$ cat config.mk
export PLATFORM = sky130hd
export DESIGN_NAME = signed_product_accumulator
export DESIGN_NICKNAME = d
export VERILOG_FILES = /design/src/rtl/signed_product_accumulator.sv
export SDC_FILE = /design/constraint.sdc
export NUM_CORES = 1
export LEC_CHECK = 0
export ABC_AREA = 1
export CAP_MARGIN = 25
export CORE_MARGIN = 4
export CORE_UTILIZATION = 50
export CTS_CLUSTER_DIAMETER = 30
export DETAILED_ROUTE_END_ITERATION = 10
export GPL_TIMING_DRIVEN = 0
export PLACE_DENSITY = 0.73
export RECOVER_POWER = 100
export REMOVE_ABC_BUFFERS = 1
export SYNTH_ARGS = -nofsm -noshare
export SYNTH_HDL_FRONTEND = slang
export SYNTH_SLANG_ARGS = --single-unit
$ cat constraint.sdc
create_clock -name clk -period 6.2 [get_ports clk]
set_input_delay 0.62 -clock clk [delete_from_list [all_inputs] [get_ports clk]]
set_output_delay 0.62 -clock clk [all_outputs]
set_load 0.1 [all_outputs]
$ cat src/rtl/signed_product_accumulator.sv
// ---------------------------------------------------------------------------
// signed_product_accumulator
//
// Purpose:
//   Sits downstream of the signed 8x8 multiplier. It takes a stream of
//   two's-complement products and adds up each run of products into a wider
//   accumulator. A run is a dot-product segment whose final beat carries
//   in_last. Each finished sum is presented together with the element count
//   and a sticky signed-overflow flag, and is held until the consumer takes it.
//
// Ports:
//   clk        in   clock, all state changes on the rising edge
//   rst        in   synchronous active-high reset
//   in_valid   in   product beat valid
//   in_ready   out  beat can be accepted this cycle (!out_valid || out_ready)
//   in_prod    in   PROD_W signed product
//   in_last    in   beat closes the current run
//   out_valid  out  finished result is held
//   out_ready  in   consumer takes the result
//   out_acc    out  ACC_W signed run sum
//   out_cnt    out  CNT_W element count (saturates at all-ones)
//   out_ovf    out  signed overflow happened somewhere in the run
//
// Build option:
//   SIGNED_ACC_SAT_EN - when defined, an overflowing addition clamps to the
//   signed ACC_W max/min instead of wrapping. out_ovf is reported either way.
// ---------------------------------------------------------------------------
module signed_product_accumulator #(
    parameter int PROD_W = 16,
    parameter int ACC_W  = 24,
    parameter int CNT_W  = 5
) (
    input  logic              clk,
    input  logic              rst,
    input  logic              in_valid,
    output logic              in_ready,
    input  logic [PROD_W-1:0] in_prod,
    input  logic              in_last,
    output logic              out_valid,
    input  logic              out_ready,
    output logic [ACC_W-1:0]  out_acc,
    output logic [CNT_W-1:0]  out_cnt,
    output logic              out_ovf
);

    typedef enum logic {
        ACCUM = 1'b0,
        HOLD  = 1'b1
    } state_t;

    localparam logic [ACC_W-1:0] ACC_MAX = {1'b0, {(ACC_W-1){1'b1}}};
    localparam logic [ACC_W-1:0] ACC_MIN = {1'b1, {(ACC_W-1){1'b0}}};
    localparam logic [CNT_W-1:0] CNT_ONE = {{(CNT_W-1){1'b0}}, 1'b1};

    state_t             state_q, state_d;
    logic [ACC_W-1:0]   acc_q, acc_d;
    logic [CNT_W-1:0]   cnt_q, cnt_d;
    logic               ovf_q, ovf_d;
    logic [ACC_W-1:0]   out_acc_q, out_acc_d;
    logic [CNT_W-1:0]   out_cnt_q, out_cnt_d;
    logic               out_ovf_q, out_ovf_d;

    logic               accept;
    logic               deliver;
    logic [ACC_W-1:0]   prod_ext;
    logic [ACC_W-1:0]   base;
    logic [CNT_W-1:0]   cnt_base;
    logic               ovf_base;
    logic [ACC_W-1:0]   sum_raw;
    logic [ACC_W-1:0]   sum_next;
    logic               ovf_step;
    logic [CNT_W-1:0]   cnt_inc;

    assign out_valid = (state_q == HOLD);
    assign in_ready  = !out_valid || out_ready;
    assign accept    = in_valid && in_ready;
    assign deliver   = out_valid && out_ready;

    assign out_acc   = out_acc_q;
    assign out_cnt   = out_cnt_q;
    assign out_ovf   = out_ovf_q;

    // Sign-extend the product into the accumulator width.
    assign prod_ext = {{(ACC_W-PROD_W){in_prod[PROD_W-1]}}, in_prod};

    // An accept while in HOLD only happens together with a deliver, so the
    // beat opens a fresh run: its base is zero, not the stale run state.
    always_comb begin
        base     = acc_q;
        cnt_base = cnt_q;
        ovf_base = ovf_q;
        if (state_q == HOLD) begin
            base     = '0;
            cnt_base = '0;
            ovf_base = 1'b0;
        end
    end

    assign sum_raw  = base + prod_ext;

    // Overflow: operands agree in sign but the sum does not.
    assign ovf_step = (base[ACC_W-1] == prod_ext[ACC_W-1]) &&
                      (sum_raw[ACC_W-1] != base[ACC_W-1]);

`ifdef SIGNED_ACC_SAT_EN
    // Clamp towards the sign both operands shared.
    always_comb begin
        sum_next = sum_raw;
        if (ovf_step) begin
            sum_next = base[ACC_W-1] ? ACC_MIN : ACC_MAX;
        end
    end
`else
    // Plain two's-complement wrap; the min/max constants are unused here.
    always_comb begin
        sum_next = sum_raw;
        if (ovf_step && (ACC_MAX == ACC_MIN)) begin
            sum_next = sum_raw;
        end
    end
`endif

    // Element counter sticks at all-ones on very long runs.
    assign cnt_inc = (&cnt_base) ? cnt_base : cnt_base + CNT_ONE;

    always_comb begin
        state_d   = state_q;
        acc_d     = acc_q;
        cnt_d     = cnt_q;
        ovf_d     = ovf_q;
        out_acc_d = out_acc_q;
        out_cnt_d = out_cnt_q;
        out_ovf_d = out_ovf_q;

        if (accept) begin
            if (in_last) begin
                out_acc_d = sum_next;
                out_cnt_d = cnt_inc;
                out_ovf_d = ovf_base | ovf_step;
                acc_d     = '0;
                cnt_d     = '0;
                ovf_d     = 1'b0;
                state_d   = HOLD;
            end else begin
                acc_d     = sum_next;
                cnt_d     = cnt_inc;
                ovf_d     = ovf_base | ovf_step;
                state_d   = ACCUM;
            end
        end else if (deliver) begin
            // Result taken with no new beat: output registers keep stale data.
            state_d = ACCUM;
        end
    end

    always_ff @(posedge clk) begin
        if (rst) begin
            state_q   <= ACCUM;
            acc_q     <= '0;
            cnt_q     <= '0;
            ovf_q     <= 1'b0;
            out_acc_q <= '0;
            out_cnt_q <= '0;
            out_ovf_q <= 1'b0;
        end else begin
            state_q   <= state_d;
            acc_q     <= acc_d;
            cnt_q     <= cnt_d;
            ovf_q     <= ovf_d;
            out_acc_q <= out_acc_d;
            out_cnt_q <= out_cnt_d;
            out_ovf_q <= out_ovf_d;
        end
    end

endmodule

== Yosys cells after proc, flatten, opt, wreduce, memory -nomap -nowiden ==
Cells that the tools add are included.
Word-level totals
  bits in registers: 61
  output and inout port bits: 32
Operators by class
  $add $sub $neg: 2
  equal/unequal tests: 2
  muxes and demuxes: 10
  bitwise gates (word level): 1
  reduce and logical (&&, ||, !) cells: 8
Operator list (number)
  24-bit 2-to-1 mux: 2
  24-bit adder: 1
  5-bit 2-to-1 mux: 3
  5-bit by 1-bit adder with 5-bit output, second input constant: 1
  1-bit 2-to-1 mux: 5
  5-bit AND reduction: 1
  1-bit logical AND: 3
  2-bit AND reduction: 1
  2-bit nonzero test: 1
  1-bit == test: 1
  1-bit zero test: 1
  1-bit logical OR: 1
  1-bit != test: 1
  1-bit bitwise OR: 1

== Logic depth before layout (Yosys ltp) ==
Gate-level depths: netlist of the first run.
  depth after elaboration: 6
  depth in mapped cells: 17
  depth with buffers taken out: 17

== Least setup slack after synthesis of the first run ==
Ideal clock, no wire load.
  path kind: flip-flop to flip-flop
  from: register state_q, in the netlist out_valid
  to: register out_ovf_q, in the netlist out_ovf
  setup time: 0.119 ns
  data arrival time: 2.780 ns
  required time: 6.081 ns
  path slack: 3.301 ns
  cell stages (with the launch flop): 15
  buffers on the path: 2
  period minus slack after synthesis: 2.899 ns
  cells stage by stage: dfxtp_1 buf_4 clkbuf_1 nor2_1 ha_1 nand2_2 inv_1 a21oi_4 nand2_4 nand2_2 nand3_2 nand2_1 nand3_2 nor2_1 nor2_1
On the way
  longest elaborated chain between the ends: 5
  elaborated cells between the ends (all ways): 11
  those cells by class: 1 x add/sub; 2 x eq/ne; 2 x mux; 1 x bitwise; 5 x reduce/logical
RTL lines
  from (decl): line 55  | state_t state_q, state_d;
  from (signal assigned): line 166  | state_q <= state_d;
  24-bit 2-to-1 mux: line 92  | if (state_q == HOLD) begin
  24-bit adder: line 99  | assign sum_raw = base + prod_ext;
  1-bit != test: line 103  | (sum_raw[ACC_W-1] != base[ACC_W-1]);
  1-bit logical AND: line 102  | assign ovf_step = (base[ACC_W-1] == prod_ext[ACC_W-1]) &&
  1-bit bitwise OR: line 139  | out_ovf_d = ovf_base | ovf_step;
  to (signal assigned): line 172  | out_ovf_q <= out_ovf_d;
  to (decl): line 61  | logic out_ovf_q, out_ovf_d;
Parallel ways exist; a longest one is shown, timed or not.
A chain may end at the register's enable or synchronous reset.

== Worst setup path after layout of the first run ==
  from: register state_q, in the netlist out_valid
  to: register acc_q[12]
On the way
  longest elaborated chain between the ends: 3
  elaborated cells between the ends (all ways): 6
  those cells by class: 1 x add/sub; 2 x mux; 3 x reduce/logical
RTL lines
  24-bit 2-to-1 mux / 1-bit zero test (equally long branches): line 92, 75
  24-bit adder / 1-bit logical OR (equally long branches): line 99, 75
  24-bit 2-to-1 mux / 1-bit logical AND (equally long branches): line 136, 76
  to (signal assigned): line 159  | acc_q <= '0;
  to (signal assigned): line 167  | acc_q <= acc_d;
  to (decl): line 56  | logic [ACC_W-1:0] acc_q, acc_d;
Parallel ways exist; a longest one is shown, timed or not.

==> summary.md, run 1 <==
| Metric | Value |
|---|---|
| Outcome | `finished, final reports clean` |
| Switching share of power | `0.3664` |
| Post-synth EDFFs | `0` |
| Most numerous cell in the Yosys netlist | `nand2_1` |
| First-pass DRT Iterations | `5` |
| Die X | `roughly 100 µm` |
| Synth cell types | `42` |
| TritonCTS buffer count | `9` |
| Buffers on Ports | `52` |
| Longest Clk Path Bufs | `2` |
| Initial core utilization | `0.5216` |
| Switch Pwr | `between 0.4 and 0.5 mW` |
| Cell count after synthesis | `approximately 660` |
| Critical Path RT | `~6.5 ns` |
| Hold buffers post-CTS | `0` |
| Clock transition at path regs | `around 0.070 ns` |
| Post-CTS Setup Bufs | `0` |
| Final setup TNS | `0 ns` |
| Layout cell share with drive strength beyond 1 | `0.1039` |
| Root Driver | `clkbuf_8` |
| DR vias/cell | `5.080` |
| Die area | `~10,000 µm²` |
| Global Route Usage Sum | `0.2272` |
| Syn avg cell area | `roughly 6.6 µm²` |
| Pre-CTS setup slack | `2.776 ns` |
| Wirelength, routed | `about 11,000 µm` |
| Leakage | `between 2 and 3 nW` |
| Overall die height | `101.3 µm` |
| Clock latency on the worst-skew pair | `between 0.3 and 0.4 ns` |
| Crit. End Element | `flip-flop` |
| Worst EP arrival | `~4.4 ns` |
| CTS H-tree depth | `3` |
| Async set-reset flop share out of synthesis | `0` |
| Num ports | `53` |
| Total grt overflow | `0` |
| Core area | `between 8000 and 9000 µm²` |
| Max_cap viols | `0` |
| Synth Warn # | `0` |
| Final Cycle Share | `0.6724` |
| Crit path launch type | `flip-flop` |
| FMAX | `~240 MHz` |
| DR vias | `just over 4,000` |
| Worst-margin pin slew | `about 1.3 ns` |
| Seq/Total Area, Yosys | `0.2807` |
| First-pass GRT wire length | `around 19,000 µm` |
| Nets@finish | `roughly 750` |
| Final hold vios | `0` |
| Initial antenna violation count | `0` |
| DRT antenna net count | `0` |
| Final max-slew violation count | `0` |
| Tmin final | `approximately 4.2 ns` |
| Avg WL per Cell | `approximately 14 µm` |
| Kind of critical path | `flip-flop to flip-flop` |
| CP Max Fanout | `32` |
| VDD IR max | `around 0.00013 V` |
| RD Place Congestion | `0.9323` |
| Power Density | `between 200 and 250 nW/µm²` |
| CTS Sinks | `between 60 and 70` |
| Share of the synthesized area in the top cell type | `0.2807` |
| Vias in the first global route | `4,051` |
| Logic pwr share | `0.301` |
| Synth top cells by count | `168 x nand2_1, 110 x inv_1, 61 x dfxtp_1` |
| Layout area overhead | `18.78%` |
| Synth area leader | `dfxtp_1` |
| Synth Flop Type | `dfxtp_1` |
| Max_slew headroom | `0.1230` |
| DRC marker count from the first detailed-route iteration | `~190` |
| Final WS setup | `between 2 and 2.5 ns` |
| Clock network fraction of total power | `0.340` |
| # setup viols final | `0` |
| Hold WC Path Type | `flip-flop to flip-flop` |
| Flop pwr share | `0.360` |
| Post-DP HPWL | `between 8000 and 9000 µm` |
| Antenna cells | `0` |
| CTS tree | `done` |
| Synthesized area | `~4400 µm²` |
| Top post-synthesis cells by area | `dfxtp_1 28%, nand2_1 14%, inv_1 9.5%` |
| Rows | `33` |
| Residual DRC | `0` |
| Largest net degree at the start of global routing | `49` |
| RSZ-0062 raised after global routing | `false` |
| Yosys reg bits | `61` |
| Post-CTS sizing | `0` |
| Worst Skew | `0.009708 ns` |
| P_int | `0.7547 mW` |
## final timing paths
check	startpoint	end	slack, ns	depth (start not counted)
setup / recovery	out_valid	acc_q[12]	2.03	9
hold / removal	acc_q[9]	acc_q[9]	0.47	2
setup reg to reg	out_valid	acc_q[12]	2.03	9
hold reg to reg	acc_q[9]	acc_q[9]	0.47	2
## logic make-up after synthesis
| kind of cell | count (synthesis) | synth area share |
|---|---|---|
| adder cells (fa/ha/maj) | 25 | 0.07363 |
| flip-flops | 61 | 0.2807 |
| buffers and inverters | 138 | 0.1294 |
| AND/OR/NAND/NOR | 303 | 0.3224 |
| XOR/XNOR | 12 | 0.02589 |
| AO/OA/AOI/OAI | 122 | 0.1680 |
## area by class of cell
class | count | area [µm²]
fill | 799 | 3173
timing repair buffer | 56 | 606.8
clock buffer | 10 | 137.6
multi-input combinational | 462 | 2541
sequential | 61 | 1221
tap | 105 | 131.4
clock inverter | 6 | 86.33
inverter | 117 | 442.9
## cells in the final DEF, fill, tap and decap left out, types with 2 or more instances in the layout
| master | instances |
|---|---|
| buf_16 | 3 |
| o21ai_1 | 3 |
| dfxtp_1 | 61 |
| a21oi_2 | 4 |
| dlygate4sd3_1 | 32 |
| nor3_2 | 2 |
| nand3_1 | 24 |
| xor2_1 | 8 |
| nand2_2 | 19 |
| nand2_1 | 169 |
| o21ai_2 | 2 |
| nor2_4 | 7 |
| a21oi_1 | 52 |
| inv_2 | 4 |
| o21ai_0 | 30 |
| o211ai_1 | 4 |
| clkinv_2 | 2 |
| xnor2_1 | 3 |
| nor3_1 | 2 |
| nand3b_1 | 2 |
| nor2_1 | 52 |
| o21bai_1 | 11 |
| inv_1 | 110 |
| nand4_1 | 11 |
| ha_1 | 24 |
| bufinv_16 | 2 |
| nand2_4 | 2 |
| o21a_1 | 9 |
| a21o_1 | 4 |
| nand3_2 | 4 |
| clkbuf_8 | 10 |
| nor2_2 | 4 |
| clkdlybuf4s50_1 | 20 |
## state kept, by name, indices dropped and copies added, names as in the netlist
name	cells
out_cnt	5
ovf_q	1
out_ovf	1
acc_q	24
out_valid	1
out_acc	24
cnt_q	5
## power by group through the flow
stage | Sequential, mW | Combinational, mW | Clock, mW
after global routing | 0.431 | 0.390 | 0.431
after global placement | 0.438 | 0.352 | 0
final | 0.428 | 0.358 | 0.405
after detailed placement | 0.437 | 0.365 | 0
after CTS | 0.429 | 0.366 | 0.414
after floorplan | 0.541 | 0.162 | 0
## routing by layer
metal  GRT usage  wire length [µm]  vias to the layer above
li1            -                 -                     2163
met1      0.2972              5427                     1883
met2      0.3798              5197                       89
met3     0.04545               466                       15
met4     0.06442               152                        0
met5           0                 0                        -
## through the flow
step | cell area, µm² | instances | total power, mW | hold slack, ns | utilization
2_1_floorplan | 4232 | 640 | 0.7033 | 0.4393 | -
5_1_grt | 5167 | 817 | 1.252 | 0.4822 | 0.6196
4_1_cts | 5190 | 816 | 1.209 | 0.4674 | 0.6223
6_report | 5167 | 817 | 1.191 | 0.4663 | 0.6196
3_3_place_gp | 4883 | 797 | 0.7904 | 0.4516 | 0.5855
3_5_place_dp | 4966 | 800 | 0.8020 | 0.4555 | 0.5954
## critical path: stages, from the launching register on
cell	delay, ns
dfxtp_1	0.48
buf_16	0.24
clkinvlp_2	0.20
nor2_1	0.12
inv_4	0.06
nand2_1	0.74
nor2_1	1.14
clkbuf_1	0.77
nand3_1	0.16
a21oi_1	0.15
No activity file was read; power rests on OpenSTA's default activity.
==> run 2, diff against run 1 <==
PLACE_DENSITY = 0.76   (was 0.73)
clock period = 3.3 ns   (was 6.2 ns; I/O delays follow)
==> summary.md, run 2 (same netlist as run 1, synthesis figures left out) <==
| Metric | Value |
|---|---|
| Outcome | `finished, final reports clean` |
| Crit-path slowest cell | `dfxtp_1` |
| Clock network fraction of total power | `0.316 (-0.024)` |
| Crit. End Element | `flip-flop` |
| Layout area overhead | `18.26%` |
| Worst Skew | `0.005016 ns (-0.004692 ns)` |
| Crit-path max cell delay | `0.49 ns (-0.65 ns)` |
| Kind of critical path | `flip-flop to flip-flop` |
| Hold WC Path Type | `flip-flop to flip-flop` |
| Longest Clk Path Bufs | `2 (unchanged)` |
| Worst-margin pin slew | `0.9972 ns (-0.3152 ns)` |
| Commonest non-fill, non-tap cell in the layout | `nand2_1` |
| Hold path depth | `2 (unchanged)` |
| Final Cycle Share | `0.8974 (+0.2250)` |
| Hold_sp | `acc_q[21]` |
| Final std cells w/o fill | `817 (unchanged)` |
| Power Density | `419.7 nW/µm² (+82%)` |
| RSZ-0062 raised after global routing | `false` |
| Post-DP HPWL | `8330 µm (-1.6%)` |
| Overall die height | `101.3 µm (unchanged)` |
| Die area | `10,260 µm² (unchanged)` |
| Tmin final | `2.961 ns (-1.208 ns)` |
| Most frequent cells in the layout | `173 x nand2_1, 110 x inv_1, 61 x dfxtp_1, 53 x nor2_1, 50 x a21oi_1` |
| # setup viols final | `0 (unchanged)` |
| Antenna cells | `0 (unchanged)` |
| DR vias/cell | `5.069 (-0.22%)` |
| Reg-to-reg critical path startpoint | `out_valid` |
| Post-CTS sizing | `0 (unchanged)` |
| Crit path top cell by count | `nand2_1` |
| Crit path cell chain | `buf_16 > nor2_1 > ha_1 > inv_1 > fa_1 > inv_1 > nand2_1 > o21ai_2 > nand2_1 > nand2_1 > nand2_2 > nand2_1 > nand2_1 > inv_1 > nor2_1 > nand2_1 > a21oi_2` |
| Worst R2R Path Depth | `17 (+8)` |
| Crit path launch type | `flip-flop` |
| Switching share of power | `0.3791 (+0.01268)` |
| Buffers on Ports | `52 (unchanged)` |
| Setup crit start | `out_valid` |
| VDD IR max | `0.0002914 V (+120%)` |
| Wirelength, routed | `11,000 µm (-2.2%)` |
| Largest delay share family, worst path | `simple AND/OR/NAND/NOR gates` |
| CP Max Fanout | `16 (-50%)` |
| WP buf/inv | `4 (unchanged)` |
| Critical Path RT | `3.51 ns (-2.94 ns)` |
| Avg WL per Cell | `13.46 µm (-2.2%)` |
| Layout cell share with drive strength beyond 1 | `0.09972 (-0.004213)` |
| Post-CTS Setup Bufs | `0 (unchanged)` |
| Global Route Usage Sum | `0.2222 (-0.004978)` |
| Max_cap viols | `0 (unchanged)` |
| Largest net degree at the start of global routing | `49 (unchanged)` |
| CTS Sinks | `61 (unchanged)` |
| CTS H-tree depth | `3 (unchanged)` |
| Flop2flop setup slack | `0.34 ns (-1.69 ns)` |
| Worst r2r dst | `acc_q[14]` |
| Worst EP arrival | `3.17 ns (-1.25 ns)` |
| DR vias | `4,141 (-0.22%)` |
| Initial antenna violation count | `0 (unchanged)` |
| Clock transition at path regs | `0.07 ns (about the same)` |
| Final setup TNS | `0 ns (unchanged)` |
| TritonCTS buffer count | `9 (unchanged)` |
| Final hold vios | `0 (unchanged)` |
| Core area | `8341 µm² (unchanged)` |
| Hold buffers post-CTS | `0 (unchanged)` |
| Residual DRC | `0 (unchanged)` |
| P_int | `1.341 mW (+78%)` |
| Num ports | `53 (unchanged)` |
| Rows | `33 (unchanged)` |
| Placed cell count | `800 (unchanged)` |
| Vias in the first global route | `3,984 (-1.7%)` |
| Initial core utilization | `0.5216 (unchanged)` |
| Root Driver | `clkbuf_8` |
| Clock latency on the worst-skew pair | `0.35 ns (about the same)` |
| Total grt overflow | `0 (unchanged)` |
| Die X | `101.3 µm (unchanged)` |
| FMAX | `337.7 MHz (+41%)` |
| Nets@finish | `753 (unchanged)` |
| CTS tree | `done` |
| Max_slew headroom | `0.3327 (+0.2098)` |
| Flop pwr share | `0.372 (+0.012)` |
| Switch Pwr | `0.8187 mW (+88%)` |
| Hold path endpoint | `acc_q[21]` |
| First-pass DRT Iterations | `5 (unchanged)` |
| Worst path depth | `17 (+8)` |
| RD Place Congestion | `0.9101 (-2.4%)` |
| Final max-slew violation count | `0 (unchanged)` |
| DRC marker count from the first detailed-route iteration | `235 (+26%)` |
| Leakage | `2.576 nW (-0.48%)` |
| First-pass GRT wire length | `18,300 µm (-2.4%)` |
| Logic pwr share | `0.312 (+0.011)` |
| DRT antenna net count | `0 (unchanged)` |
==> run 2: cell types whose count changed in the layout (fill, tap and decap cells not counted), sizes merged <==
cell / delta
clkinv: -1
clkinvlp: +2
buf: +1
dlygate4sd3: +1
clkdlybuf4s50: -1
clkbuf: -1
bufinv: -1
==> run 2: area by class of cell <==
type                    count  area, µm²
clock buffers              10      137.6
repair buffers             56      623.1
clock inverters             6      62.56
flip-flops and latches     61       1221
well taps                 105      131.4
fillers                   800       3196
inverters                 117      442.9
multi-input cells         462       2526
==> run 2: power by group through the flow <==
stage          Sequential, mW  Combinational [mW]  Clock (mW)
2_1_floorplan            1.02               0.305           0
3_3_place_gp            0.823               0.659           0
3_5_place_dp            0.822               0.683           0
4_1_cts                 0.805               0.687       0.698
5_1_grt                 0.810               0.730       0.732
6_report                0.804               0.673       0.682
==> run 2: metal layers <==
layer	routed length, µm	vias up	global-route usage
li1	-	2162	-
met1	5074	1889	0.2903
met2	5220	73	0.3702
met3	533	17	0.04408
met4	172	0	0.06748
met5	0	-	0
==> run 2: worst max-delay path by stage <==
stage / slack, ns / end
after floorplan: 0.40 / out_acc[3]
after global placement: 0.1 / out_acc[3]
after detailed placement: 0.21 / out_acc[3]
after CTS: 0.20 / out_acc[3]
after global routing: 0.15 / out_acc[12]
final: 0.34 / acc_q[14]
==> run 2: tightest hold or removal path, delay by kind of cell, from the launching register on <==
kind             cells  cell delay (ns)
AO/OA/AOI/OAI        1             0.05
flip-flops           1             0.31
AND/OR/NAND/NOR      1             0.06
==> run 2: stage by stage <==
stage               power (mW)  area, µm²    util  setup slack, ns  hold slack (ns)
finish                   2.160       5145  0.6169           0.3386           0.4652
global route             2.271       5145  0.6169           0.1454           0.4877
detailed placement       1.505       4966  0.5954           0.2090           0.4571
floorplan                1.321       4232       -           0.3954           0.3924
CTS                      2.190       5166  0.6194           0.1953           0.4681
global placement         1.481       4883  0.5855          0.09676           0.4515
==> run 3, diff against run 2 <==
ABC_AREA = default   (was 1)
ABC_CLOCK_PERIOD_IN_PS = 3300   (was default)
PLACE_DENSITY = 0.77   (was 0.76)
==> summary.md, run 3 <==
| Metric | Value |
|---|---|
| Outcome | `finished, final reports clean` |
| Leakage | `2.014 nW (-22%)` |
| Initial antenna violation count | `0 (unchanged)` |
| Longest Clk Path Bufs | `2 (unchanged)` |
| DRC marker count from the first detailed-route iteration | `196 (-17%)` |
| Final std cells w/o fill | `614 (-25%)` |
| Kind of critical path | `flip-flop to flip-flop` |
| Initial core utilization | `0.5217 (about the same)` |
| Hold WC Path Type | `input port to flip-flop` |
| XOR/XNOR Fraction of Synth Area | `0.04328 (+0.01740)` |
| Share of the synthesized area in the top cell type | `0.3176 (+0.03690)` |
| Hold buffers post-CTS | `0 (unchanged)` |
| Synth top cells by count | `61 x dfxtp_1, 51 x nand2_1, 45 x nor2_1` |
| Worst Hold Margin | `0.4193 ns (-0.04588 ns)` |
| Adder-cell share of the synthesized area | `0.08331 (+0.009680)` |
| Worst-margin pin slew | `0.9898 ns (-0.007415 ns)` |
| P_int | `1.371 mW (+2.2%)` |
| DR vias | `3,616 (-13%)` |
| Die X | `95.69 µm (-5.5%)` |
| Complex-gate fraction of the synthesized area | `0.2711 (+0.1031)` |
| Buffers on Ports | `52 (unchanged)` |
| Yosys reg bits | `61 (unchanged)` |
| First-pass GRT wire length | `15,990 µm (-13%)` |
| Antenna cells | `0 (unchanged)` |
| Switching share of power | `0.3509 (-0.02814)` |
| Design area | `4628 µm² (-10%)` |
| Max_cap viols | `0 (unchanged)` |
| Worst EP arrival | `3.30 ns (+0.13 ns)` |
| Final max-slew violation count | `0 (unchanged)` |
| Final hold vios | `0 (unchanged)` |
| Synth area leader | `dfxtp_1` |
| Crit path launch type | `flip-flop` |
| Placed cell count | `598 (-25%)` |
| Async set-reset flop share out of synthesis | `0 (unchanged)` |
| Syn avg cell area | `8.146 µm² (+24%)` |
| Total Power | `2.112 mW (-2.2%)` |
| Most numerous cell in the Yosys netlist | `dfxtp_1` |
| Final core occ | `0.6280 (+0.01115)` |
| Core area | `7370 µm² (-12%)` |
| Final Cycle Share | `0.9288 (+0.03142)` |
| Synth Warn # | `0 (unchanged)` |
| Clock network fraction of total power | `0.343 (+0.027)` |
| DR vias/cell | `5.889 (+16%)` |
| Post-synth EDFFs | `0 (unchanged)` |
| Logic pwr share | `0.278 (-0.034)` |
| Root Driver | `clkbuf_8` |
| Crit. End Element | `flip-flop` |
| Die area | `9157 µm² (-11%)` |
| Avg WL per Cell | `15.73 µm (+17%)` |
| # setup viols final | `0 (unchanged)` |
| RSZ-0062 raised after global routing | `false` |
| Max_slew headroom | `0.3380 (+0.005222)` |
| RD Place Congestion | `0.8458 (-7.1%)` |
| Layout area overhead | `20.37%` |
| Most frequent cells in the layout | `60 x dfxtp_1, 51 x nand2_1, 44 x nor2_1, 38 x a21oi_1, 32 x dlygate4sd3_1` |
| Multiplexer share of the synthesized area | `0.002603 (+0.002603)` |
| Synthesized area | `3845 µm² (-12%)` |
| Num ports | `53 (unchanged)` |
| TritonCTS buffer count | `9 (unchanged)` |
| Vias in the first global route | `3,387 (-15%)` |
| CTS H-tree depth | `3 (unchanged)` |
| Layout cell share with drive strength beyond 1 | `0.06796 (-0.03176)` |
| FMAX | `326.3 MHz (-3.4%)` |
| Residual DRC | `0 (unchanged)` |
| Largest family of logic cells by synthesized area | `compound AO/OA/AOI/OAI gates` |
| Post-Synth Simple-Gate Area | `0.2288 (-0.09364)` |
| Power Density | `456.3 nW/µm² (+8.7%)` |
| VDD IR max | `0.0002826 V (-3.0%)` |
| Rows | `31 (-6.1%)` |
| Synth cell types | `65 (+55%)` |
| Seq/Total Area, Yosys | `0.3176 (+0.03690)` |
| Worst Skew | `0.007136 ns (+0.002120 ns)` |
| Overall die height | `95.69 µm (-5.5%)` |
| Clock transition at path regs | `0.07 ns (about the same)` |
| Critical Path RT | `3.53 ns (+0.02 ns)` |
| First-pass DRT Iterations | `5 (unchanged)` |
| DRT antenna net count | `0 (unchanged)` |
| Flop pwr share | `0.379 (+0.007)` |
| CP Max Fanout | `19 (+3)` |
| Clock latency on the worst-skew pair | `0.35 ns (about the same)` |
| Tmin final | `3.065 ns (+0.1037 ns)` |
| Synth Flop Type | `dfxtp_1` |
| Wirelength, routed | `9659 µm (-12%)` |
| Post-DP HPWL | `6667 µm (-20%)` |
| Commonest non-fill, non-tap cell in the layout | `dfxtp_1` |
| Top post-synthesis cells by area | `dfxtp_1 32%, ha_1 7.8%, a21oi_1 5.1%` |
| DP Area | `4418 µm² (-11%)` |
| Global Route Usage Sum | `0.2229 (+0.0006704)` |
| Nets@finish | `556 (-26%)` |
| CTS Sinks | `61 (unchanged)` |
| Switch Pwr | `0.7412 mW (-9.5%)` |
| CTS tree | `done` |
| Total grt overflow | `0 (unchanged)` |
| Largest net degree at the start of global routing | `36 (-27%)` |
| Fillers | `655 (-18%)` |
| Cell count after synthesis | `472 (-29%)` |
## run 3: cell count changes in the layout (fill, tap and decap cells not counted), moves of 10 or more
cell	previous run	this run
a21oi_1	50	38
inv_1	110	10
a31oi_1	1	11
nand2_2	15	0
nand3_1	25	8
nor3_1	2	12
a22oi_1	0	10
nor2b_1	0	26
nand2_1	173	51
## run 3: layer usage
| layer | track usage | share of wire |
|---|---|---|
| met2 | 0.3683 | 0.47 |
| met3 | 0.03753 | 0.051 |
| met4 | 0.1090 | 0.028 |
| met1 | 0.2805 | 0.45 |
| met5 | 0 | 0 |
## run 3: final timing paths
| check | start | end | slack (ns) | cells past startpoint |
|---|---|---|---|---|
| max | out_valid | acc_q[13] | 0.23 | 11 |
| min | rst | cnt_q[3] | 0.42 | 2 |
| max reg2reg | out_valid | acc_q[13] | 0.23 | 11 |
| min reg2reg | out_acc[12] | out_acc[12] | 0.45 | 2 |
## run 3: layout make-up
| type | instances | area (µm²) | share of cell area |
|---|---|---|---|
| inverters | 10 | 37.54 | 0.008110 |
| repair buffers | 57 | 609.3 | 0.1317 |
| clock buffers | 13 | 168.9 | 0.03650 |
| multi-input cells | 371 | 2424 | 0.5237 |
| flip-flops and latches | 61 | 1222 | 0.2641 |
| clock inverters | 3 | 42.54 | 0.009192 |
| well taps | 99 | 123.9 | 0.02676 |
## run 3: critical path, cell delays in order, from the launching register on
cell      delay [ns]
dfxtp_2         0.57
buf_16          0.20
nand2b_1        0.16
inv_1           0.05
ha_1            0.28
a211oi_1        0.24
o21bai_1        0.16
o311ai_2        0.41
nand2_1         0.17
a21oi_1         0.22
xor2_1          0.32
o21ai_0         0.15
## run 3: power by group through the flow
stage / clock network [mW] / logic [mW] / registers (mW)
floorplan: 0 / 0.259 / 0.981
global placement: 0 / 0.563 / 0.820
detailed placement: 0 / 0.589 / 0.818
CTS: 0.740 / 0.594 / 0.802
global route: 0.769 / 0.629 / 0.806
finish: 0.725 / 0.586 / 0.801
## run 3: what timing repair did
item,4_1_cts,5_1_grt
resized for setup,0,2
setup endpoints to repair,0,23
setup buffers,0,0
## run 3: cells by family (layout without fill, tap and decap cells)
family / Yosys count / in the layout
xor gates and xnor gates: 19 / 19
adders and majority gates: 25 / 25
DFF: 61 / 61
buffers and inverters: 40 / 83
and+or+nand+nor: 179 / 179
AOI/OAI and AO/OA: 147 / 147
muxes: 1 / 1
## run 3: through the flow
stage / setup slack (ns) / TNS (ns)
2_1_floorplan: -0.9554 / -36.93
6_report: 0.2349 / 0
3_5_place_dp: 0.02091 / 0
5_1_grt: 0.03061 / 0
3_3_place_gp: -0.9090 / -26.39
4_1_cts: 0.00004818 / 0
